===== src/rtl/twos_comp_word_sequencer_pkg.sv =====
// Shared state encoding, default width and counter sizing for the
// two's-complement word sequencer.
package twos_comp_pkg;

  typedef enum logic [1:0] {IDLE, SHIFT, DONE} state_e;

  localparam int DEFAULT_WIDTH = 8;

  function automatic int clog2(input int value);
    int result;
    result = 0;
    while ((1 << result) < value) result++;
    return result;
  endfunction

endpackage


===== src/rtl/twos_comp_word_sequencer_if.sv =====
// Word-level valid/ready bundle for the sequencer; the ovf wire only exists
// when TC_OVF_FLAG_EN is defined.
interface twos_comp_word_sequencer_if
  import twos_comp_pkg::*;
  #(parameter int WIDTH = DEFAULT_WIDTH);

  logic             in_valid;
  logic             in_ready;
  logic [WIDTH-1:0] in_data;
  logic             out_valid;
  logic             out_ready;
  logic [WIDTH-1:0] out_data;
  logic             busy;
`ifdef TC_OVF_FLAG_EN
  logic             ovf;

  modport master (output in_valid, in_data, out_ready,
                  input  in_ready, out_valid, out_data, busy, ovf);
  modport slave  (input  in_valid, in_data, out_ready,
                  output in_ready, out_valid, out_data, busy, ovf);
`else
  modport master (output in_valid, in_data, out_ready,
                  input  in_ready, out_valid, out_data, busy);
  modport slave  (input  in_valid, in_data, out_ready,
                  output in_ready, out_valid, out_data, busy);
`endif

endinterface


===== src/rtl/twos_comp_word_sequencer_serial_bit.sv =====
// Bit-serial two's-complement core: copies bits up to and including the
// first one, then inverts every later bit.
module serial_twos_comp_bit (
  input  logic t_clock,
  input  logic r_n,
  input  logic clr,
  input  logic x,
  output logic y
);

  logic seen_one_q;
  logic seen_one_d;

  always_comb begin
    seen_one_d = clr ? 1'b0 : (seen_one_q | x);
  end

  assign y = seen_one_q ? ~x : x;

  always_ff @(posedge t_clock or negedge r_n) begin
    if (!r_n) seen_one_q <= 1'b0;
    else      seen_one_q <= seen_one_d;
  end

endmodule


===== src/rtl/twos_comp_word_sequencer.sv =====
// Word sequencer around the serial two's-complement core: capture, stream
// LSB-first, present the negated word. Optional ovf flag via TC_OVF_FLAG_EN.
module twos_comp_word_sequencer
  import twos_comp_pkg::*;
  #(parameter int WIDTH = DEFAULT_WIDTH)
  (
  input logic                        t_clock,
  input logic                        r_n,
  twos_comp_word_sequencer_if.slave  bus
);

  localparam int            CW   = (clog2(WIDTH) < 1) ? 1 : clog2(WIDTH);
  localparam logic [CW-1:0] LAST = CW'(WIDTH - 1);

  state_e           state_q, state_d;
  logic [WIDTH-1:0] shift_q, shift_d;
  logic [WIDTH-1:0] result_q, result_d;
  logic [CW-1:0]    count_q, count_d;
  logic             in_ready_q, out_valid_q, busy_q;
  logic             core_clr, core_x, core_y;

  // The core is cleared on the acceptance edge and sees zeros outside SHIFT.
  assign core_clr = (state_q == IDLE) && bus.in_valid;
  assign core_x   = (state_q == SHIFT) ? shift_q[0] : 1'b0;

  serial_twos_comp_bit u_core (
    .t_clock (t_clock),
    .r_n     (r_n),
    .clr     (core_clr),
    .x       (core_x),
    .y       (core_y)
  );

  always_comb begin
    state_d  = state_q;
    shift_d  = shift_q;
    result_d = result_q;
    count_d  = count_q;
    case (state_q)
      IDLE: begin
        if (bus.in_valid) begin
          shift_d = bus.in_data;
          count_d = '0;
          state_d = SHIFT;
        end
      end
      SHIFT: begin
        shift_d  = shift_q >> 1;
        result_d = {core_y, result_q[WIDTH-1:1]};
        count_d  = count_q + 1'b1;
        if (count_q == LAST) state_d = DONE;
      end
      DONE: begin
        if (bus.out_ready) state_d = IDLE;
      end
      default: state_d = IDLE;
    endcase
  end

  // Handshake outputs are registered from the next state so they change only on edges.
  always_ff @(posedge t_clock or negedge r_n) begin
    if (!r_n) begin
      state_q     <= IDLE;
      shift_q     <= '0;
      result_q    <= '0;
      count_q     <= '0;
      in_ready_q  <= 1'b1;
      out_valid_q <= 1'b0;
      busy_q      <= 1'b0;
    end else begin
      state_q     <= state_d;
      shift_q     <= shift_d;
      result_q    <= result_d;
      count_q     <= count_d;
      in_ready_q  <= (state_d == IDLE);
      out_valid_q <= (state_d == DONE);
      busy_q      <= (state_d != IDLE);
    end
  end

  assign bus.in_ready  = in_ready_q;
  assign bus.out_valid = out_valid_q;
  assign bus.out_data  = result_q;
  assign bus.busy      = busy_q;

`ifdef TC_OVF_FLAG_EN
  // Only the most-negative word negates to itself; flag it from capture to handshake.
  localparam logic [WIDTH-1:0] MOST_NEG = {1'b1, {(WIDTH-1){1'b0}}};
  logic ovf_q, ovf_d;

  always_comb begin
    ovf_d = ovf_q;
    if ((state_q == IDLE) && bus.in_valid)        ovf_d = (bus.in_data == MOST_NEG);
    else if ((state_q == DONE) && bus.out_ready)  ovf_d = 1'b0;
  end

  always_ff @(posedge t_clock or negedge r_n) begin
    if (!r_n) ovf_q <= 1'b0;
    else      ovf_q <= ovf_d;
  end

  assign bus.ovf = ovf_q;
`endif

endmodule


===== src/flat_wrapper.sv =====
// flat-port wrapper written by rule: the top's interface ports become plain ports
module twos_comp_word_sequencer_flat import twos_comp_pkg::*;
#(parameter int WIDTH = DEFAULT_WIDTH)
  (t_clock, r_n, bus_in_valid, bus_in_data, bus_out_ready, bus_in_ready, bus_out_valid, bus_out_data, bus_busy);
  twos_comp_word_sequencer_if #(.WIDTH(WIDTH)) bus_i ();
  input logic t_clock;
  input logic r_n;
  input wire logic [$bits(bus_i.in_valid)-1:0] bus_in_valid;
  input wire logic [$bits(bus_i.in_data)-1:0] bus_in_data;
  input wire logic [$bits(bus_i.out_ready)-1:0] bus_out_ready;
  output wire logic [$bits(bus_i.in_ready)-1:0] bus_in_ready;
  output wire logic [$bits(bus_i.out_valid)-1:0] bus_out_valid;
  output wire logic [$bits(bus_i.out_data)-1:0] bus_out_data;
  output wire logic [$bits(bus_i.busy)-1:0] bus_busy;
  assign bus_i.in_valid = bus_in_valid;
  assign bus_i.in_data = bus_in_data;
  assign bus_i.out_ready = bus_out_ready;
  assign bus_in_ready = bus_i.in_ready;
  assign bus_out_valid = bus_i.out_valid;
  assign bus_out_data = bus_i.out_data;
  assign bus_busy = bus_i.busy;
  twos_comp_word_sequencer #(.WIDTH(WIDTH)) u_core (.t_clock(t_clock), .r_n(r_n), .bus(bus_i));
endmodule

===== config.mk =====
export PLATFORM = sky130hd
export DESIGN_NAME = twos_comp_word_sequencer_flat
export DESIGN_NICKNAME = d
export VERILOG_FILES = /design/src/rtl/twos_comp_word_sequencer_pkg.sv /design/src/rtl/twos_comp_word_sequencer_if.sv /design/src/rtl/twos_comp_word_sequencer_serial_bit.sv /design/src/rtl/twos_comp_word_sequencer.sv /design/src/flat_wrapper.sv
export SDC_FILE = /design/constraint.sdc
export NUM_CORES = 1
export LEC_CHECK = 0
export CAP_MARGIN = 25
export CORE_ASPECT_RATIO = 1.5
export CORE_UTILIZATION = 30
export CTS_BUF_LIST = sky130_fd_sc_hd__clkbuf_4 sky130_fd_sc_hd__clkbuf_8 sky130_fd_sc_hd__clkbuf_16
export CTS_CLUSTER_DIAMETER = 80
export CTS_CLUSTER_SIZE = 25
export DETAILED_ROUTE_END_ITERATION = 8
export GPL_TIMING_DRIVEN = 1
export PLACE_DENSITY = 0.57
export REMOVE_ABC_BUFFERS = 1
export SYNTH_ARGS = -nofsm -noshare
export SYNTH_HDL_FRONTEND = slang
export SYNTH_SLANG_ARGS = --single-unit

===== constraint.sdc =====
create_clock -name t_clock -period 1.5 [get_ports t_clock]
set_clock_uncertainty 0.1 [all_clocks]
set_input_delay 0.225 -clock t_clock [delete_from_list [all_inputs] [get_ports t_clock]]
set_output_delay 0.225 -clock t_clock [all_outputs]
set_load 0.05 [all_outputs]

* Word-level counts from Yosys, hierarchy flattened
Index checks and enable logic that the tools add are counted.
Storage, ports and cells: register bits after elaboration 25, input port bits 12, output and inout port bits 11
Operators by class: $add $sub $neg 1, equal/unequal tests 5, mux-type cells 11, bitwise logic cells 2, reductions and logical operators 6
Operator list (count):
- 8-bit case mux with 2 select lines | 1
- 8-bit 2-to-1 mux | 1
- 2-bit 2-to-1 mux | 3
- 2-bit case mux with 3 select lines | 1
- 3-bit case mux with 2 select lines | 1
- 2-bit equality test, second input constant | 2
- 2-bit zero test | 2
- 2-bit nonzero test | 2
- 3-bit by 1-bit adder with 3-bit output, second input constant | 1
- 3-bit equality test, second input constant | 1
- 1-bit 2-to-1 mux | 3
- 3-bit 2-to-1 mux | 1
- 2-bit by 1-bit equality test with 1-bit output, second input constant | 1
- 2-bit != test, second input constant | 1
- 2-bit AND reduction | 1
- 1-bit logical AND | 1
- 1-bit NOT | 1
- 1-bit OR | 1

* Longest topological paths before layout
Gate-level depths: netlist (run 1).
depth after elaboration 4, depth in mapped cells 7, mapped depth without buffers 5

* Cells and area by module
From an unflattened synthesis (run 1), not the netlist that was laid out.
Unflattened totals: cell total of the unflattened synthesis 106, area, all modules 1118.6 µm²
Modules (own cells, without submodules):
- twos_comp_word_sequencer | instances 1, cells each 101, area each 1069.8 µm², sequential area each 601.8 µm²
- serial_twos_comp_bit | instances 1, cells each 5, area each 48.8 µm², sequential area each 25.0 µm²

* Worst setup path before layout (run 1)
No wires, ideal clock.
kind reg-to-reg, from register u_core.state_q[1], to register u_core.result_q[7], in the netlist u_core.bus.out_data[7], arrival 1.266 ns, required time 1.282 ns, setup slack 0.017 ns, stages on the path, launching flop included 8, path buffers 2, period minus slack after synthesis 1.483 ns, cell sequence dfrtp_1 > buf_6 > nor2b_2 > buf_2 > nand2_1 > ha_1 > nand2_1 > nand2_1
Between the ends: word-level cells in the longest chain between the ends 4
Ends and longest elaborated chain:
- start, declared | line twos_comp_word_sequencer.sv:15 | state_e state_q, state_d;
- start signal, assigned | line twos_comp_word_sequencer.sv:71 | state_q <= state_d;
- 2-bit by 1-bit equality test with 1-bit output (*) | line twos_comp_word_sequencer.sv:24 | assign core_x = (state_q == SHIFT) ? shift_q[0] : 1'b0;
- 1-bit 2-to-1 mux (*) | line twos_comp_word_sequencer.sv:24
- 1-bit NOT | line twos_comp_word_sequencer_serial_bit.sv:18 | assign y = seen_one_q ? ~x : x;
- 1-bit 2-to-1 mux (*) | line twos_comp_word_sequencer_serial_bit.sv:18
- named net u_core.core_y | line twos_comp_word_sequencer.sv:20 | logic core_clr, core_x, core_y;
- end signal, assigned | line twos_comp_word_sequencer.sv:73 | result_q <= result_d;
- end, declared | line twos_comp_word_sequencer.sv:17 | logic [WIDTH-1:0] result_q, result_d;
Mark *: on every way through the listed nets, which the timed path passes. The rest lies on a longest branch. A chain may end at the register's enable or synchronous reset.

* Worst setup path after layout (run 1)
from register u_core.state_q[1], to register u_core.shift_q[0]
Between the ends: word-level cells in the longest chain between the ends 3, elaborated cells on any way between the ends 6, those cells by class eq/ne: 2; mux: 1; reduce/logical: 3
Ends and longest elaborated chain:
- 2-bit by 1-bit equality test with 1-bit output / 2-bit zero test (equally long branches) | line twos_comp_word_sequencer.sv:39 | case (state_q)
- 2-bit nonzero test (no source line) / 2-bit != test (equally long branches)
- 2-bit AND reduction (no source line)
- end signal, assigned | line twos_comp_word_sequencer.sv:72 | shift_q <= shift_d;
- end, declared | line twos_comp_word_sequencer.sv:16 | logic [WIDTH-1:0] shift_q, shift_d;
Several ways; a longest one is shown, not always the timed one.

==> results of run 1 <==
cell type report:
class / count / area (sq um)
clock buffers: 4 / 48.8
fillers: 340 / 1840
inverters: 4 / 15.0
multi-input cells: 72 / 414
flip-flops and latches: 25 / 628
well taps: 42 / 52.6
repair buffers: 33 / 413
worst max-delay path by stage:
stage | to | slack, ps | cells after the start
final | u_core.shift_q[0] | 120 | 4
after detailed placement | u_core.shift_q[4] | -100 | 5
after CTS | u_core.shift_q[0] | 40 | 3
after global placement | u_core.shift_q[6] | -70 | 4
after global routing | u_core.bus.out_data[7] | 30 | 5
after floorplan | u_core.bus.out_data[7] | -80 | 5
sequential cells by signal, indices dropped and copies added (netlist names):
register and flops:
u_core.bus.busy 1, u_core.count_q 3, u_core.shift_q 8, u_core.u_core.seen_one_q 1, u_core.state_q 2, u_core.bus.out_data 8, u_core.bus.in_ready 1, u_core.bus.out_valid 1
power groups by stage:
stage | sequential (mW) | combinational [mW] | clock [mW]
after detailed placement | 1.27 | 1.87 | 0
final | 1.26 | 1.86 | 0.404
after floorplan | 1.59 | 0.603 | 0
after CTS | 1.26 | 1.88 | 0.421
after global placement | 1.25 | 1.81 | 0
after global routing | 1.30 | 2.02 | 0.429
placed cells by master, fill, tap and decap left out, types with 2 or more instances in the layout:
cell type / count
nand2_1: 33
dfrtp_1: 23
clkdlybuf4s50_1: 11
buf_12: 11
buf_4: 11
nand2b_1: 5
o21ai_0: 5
inv_1: 4
a21oi_1: 3
nor2_1: 3
a2bb2oi_1: 3
o22a_1: 3
ha_1: 3
clkbuf_8: 3
nor3b_1: 2
a221o_1: 2
a22o_1: 2
worst max-delay path: cells and delay by family, from the launching register on:
kind / cells / cell delay (ps)
buffers and inverters: 1 / 190
AOI/OAI and AO/OA: 2 / 340
DFF: 1 / 530
and+or+nand+nor: 1 / 110
per-stage QoR:
stage | worst slack, ps | power (mW) | cell area (sq um) | setup TNS [ps]
CTS | 39.6 | 3.56 | 1570 | 0
floorplan | -79.8 | 2.19 | 1050 | -79.8
global placement | -69.9 | 3.06 | 1520 | -565
detailed placement | -102 | 3.14 | 1520 | -675
global route | 32.1 | 3.74 | 1570 | 0
finish | 123 | 3.52 | 1570 | 0
cell families after synthesis:
kind of cell | count (synthesis) | synth area share
compound gates | 21 | 0.142
simple gates | 48 | 0.203
buf+inv | 9 | 0.0405
fa+ha+maj | 3 | 0.0347
flops | 25 | 0.579
per-layer routing:
metal  vias to the layer above  part of all wire  global-route usage
met1                       428              0.39               0.142
li1                        415                 -                   -
met4                         0            0.0070              0.0370
met2                        15              0.57               0.265
met3                         2             0.031              0.0259
met5                         -                 0                   0
==> results.sh, run 1 <==
export IMPL_outcome="complete, no violations"
export IMPL_hold_class="input pin to asynchronous set/reset pin"
export IMPL_ys_seq_elements=25
export IMPL_nets=154
export IMPL_ys_flop_type="dfrtp_1"
export IMPL_path_cells="buf_4, nand2b_1, o21ai_0, a221o_1"
export IMPL_path_max_fanout=9
export IMPL_cts_path_max_buffers=2
export IMPL_postCtsSetupBuffers=0
export IMPL_p_sw_frac=0.404
export IMPL_synthTopCellsByArea="dfrtp_1 (55%), nand2_1 (11%), ha_1 (3.5%), nand2b_1 (2.9%), dfstp_2 (2.4%)"
export IMPL_wl_per_cell_um=12.7
export IMPL_cts_buffers=3
export IMPL_grt_pass1_wl_mm=3.84
export IMPL_die_area_sq_mm=0.00386
export IMPL_clk_pin_slew_ps=80
export IMPL_rrSetupSlack_ps=120
export IMPL_yosys_cell_types_count=24
export IMPL_io_buffers=22
export IMPL_crit_reg2reg_launch="u_core.state_q[1]"
export IMPL_startpoint_type="register"
export IMPL_critical_path_startpoint="u_core.state_q[1]"
export IMPL_synth_cells=106
export IMPL_powerDensity_mw_per_mm2=2240
export IMPL_yosys_warnings=0
export IMPL_r2r_end="u_core.shift_q[0]"
export IMPL_layout_drive_gt1_share=0.232
export IMPL_seqPwrFrac=0.357
export IMPL_crit_path_end_kind="register"
export IMPL_synth_most_common_cell="nand2_1"
export IMPL_cpMaxStageDelayCell="dfrtp_1"
export IMPL_cap_violations=0
export IMPL_grt_pass1_vias=859
export IMPL_ys_seq_area_frac=0.579
export IMPL_die_y_um=75.6
export IMPL_wirelength_mm=2.29
export IMPL_clock_root_buffer="clkbuf_8"
export IMPL_p_int_mw=2.10
export IMPL_grt_antenna_before_repair=0
export IMPL_gp_congestion=0.760
export IMPL_ys_async_sr_fraction=1.00
export IMPL_cts_tree="done"
export IMPL_slowest_delay_ps=530
export IMPL_drtPass1Iterations=4
export IMPL_synthTopCellsByCount="nand2_1 (33), dfrtp_1 (24), nand2b_1 (5), o21ai_0 (5)"
export IMPL_setup_viol_count_final=0
export IMPL_chipWidth_um=51.0
export IMPL_cts_resized=0
export IMPL_final_util=0.460
export IMPL_arrival_ps=1430
export IMPL_p_sw_mw=1.42
export IMPL_rsz0062_at_grt="false"
export IMPL_drtIter0Drc=12
export IMPL_clkPwrFrac=0.115
export IMPL_critPathKind="register to register"
export IMPL_final_cells=180
export IMPL_ctsHoldBuffers=0
export IMPL_p_comb_frac=0.528
export IMPL_r2r_cells=4
export IMPL_area_growth_synth_to_final_pct=45.2
export IMPL_syn_area_per_cell_sq_um=10.2
export IMPL_relSlewSlack=0.733
export IMPL_grt_max_degree=26
export IMPL_fp_coreArea_sq_mm=0.00342
export IMPL_htreeDepth=1
export IMPL_clock_latency_ps=260
export IMPL_ant_nets=0
export IMPL_leakagePower_nw=0.751
export IMPL_gr_usage_all_layers=0.134
export IMPL_hold_viol=0
export IMPL_fmax_ghz=0.726
export IMPL_ioPinCount=23
export IMPL_period_share=0.918
export IMPL_synth_edf_count=0
export IMPL_drcViolationCount=0
export IMPL_drv_slew=0
export IMPL_ir_drop_mv=1.12
export IMPL_num_antenna_cells=0
export IMPL_worst_ep_required_time_ps=1550
export IMPL_post_place_cells=176
export IMPL_netlist_area_sq_mm=0.00108
export IMPL_rows=26
export IMPL_post_route_min_period_ps=1380
export IMPL_vias=860
export IMPL_overflow=0
export IMPL_initial_utilization=0.317
export IMPL_whs_ps=219
export IMPL_worst_slew_pin_slew_ps=401
export IMPL_clkSinkCount=25
export IMPL_synth_top_area_share=0.555
export IMPL_synth_top_cell_by_area="dfrtp_1"
export IMPL_via_per_inst=4.78
export IMPL_dp_hpwl_mm=1.77
Note: power is estimated with default switching activity, not from simulation.
==> run 2, diff against run 1 <==
CAP_MARGIN = 40   (was 25)
==> results of run 2 <==
The final DEF is identical to that of run 1; final timing and power are the same.
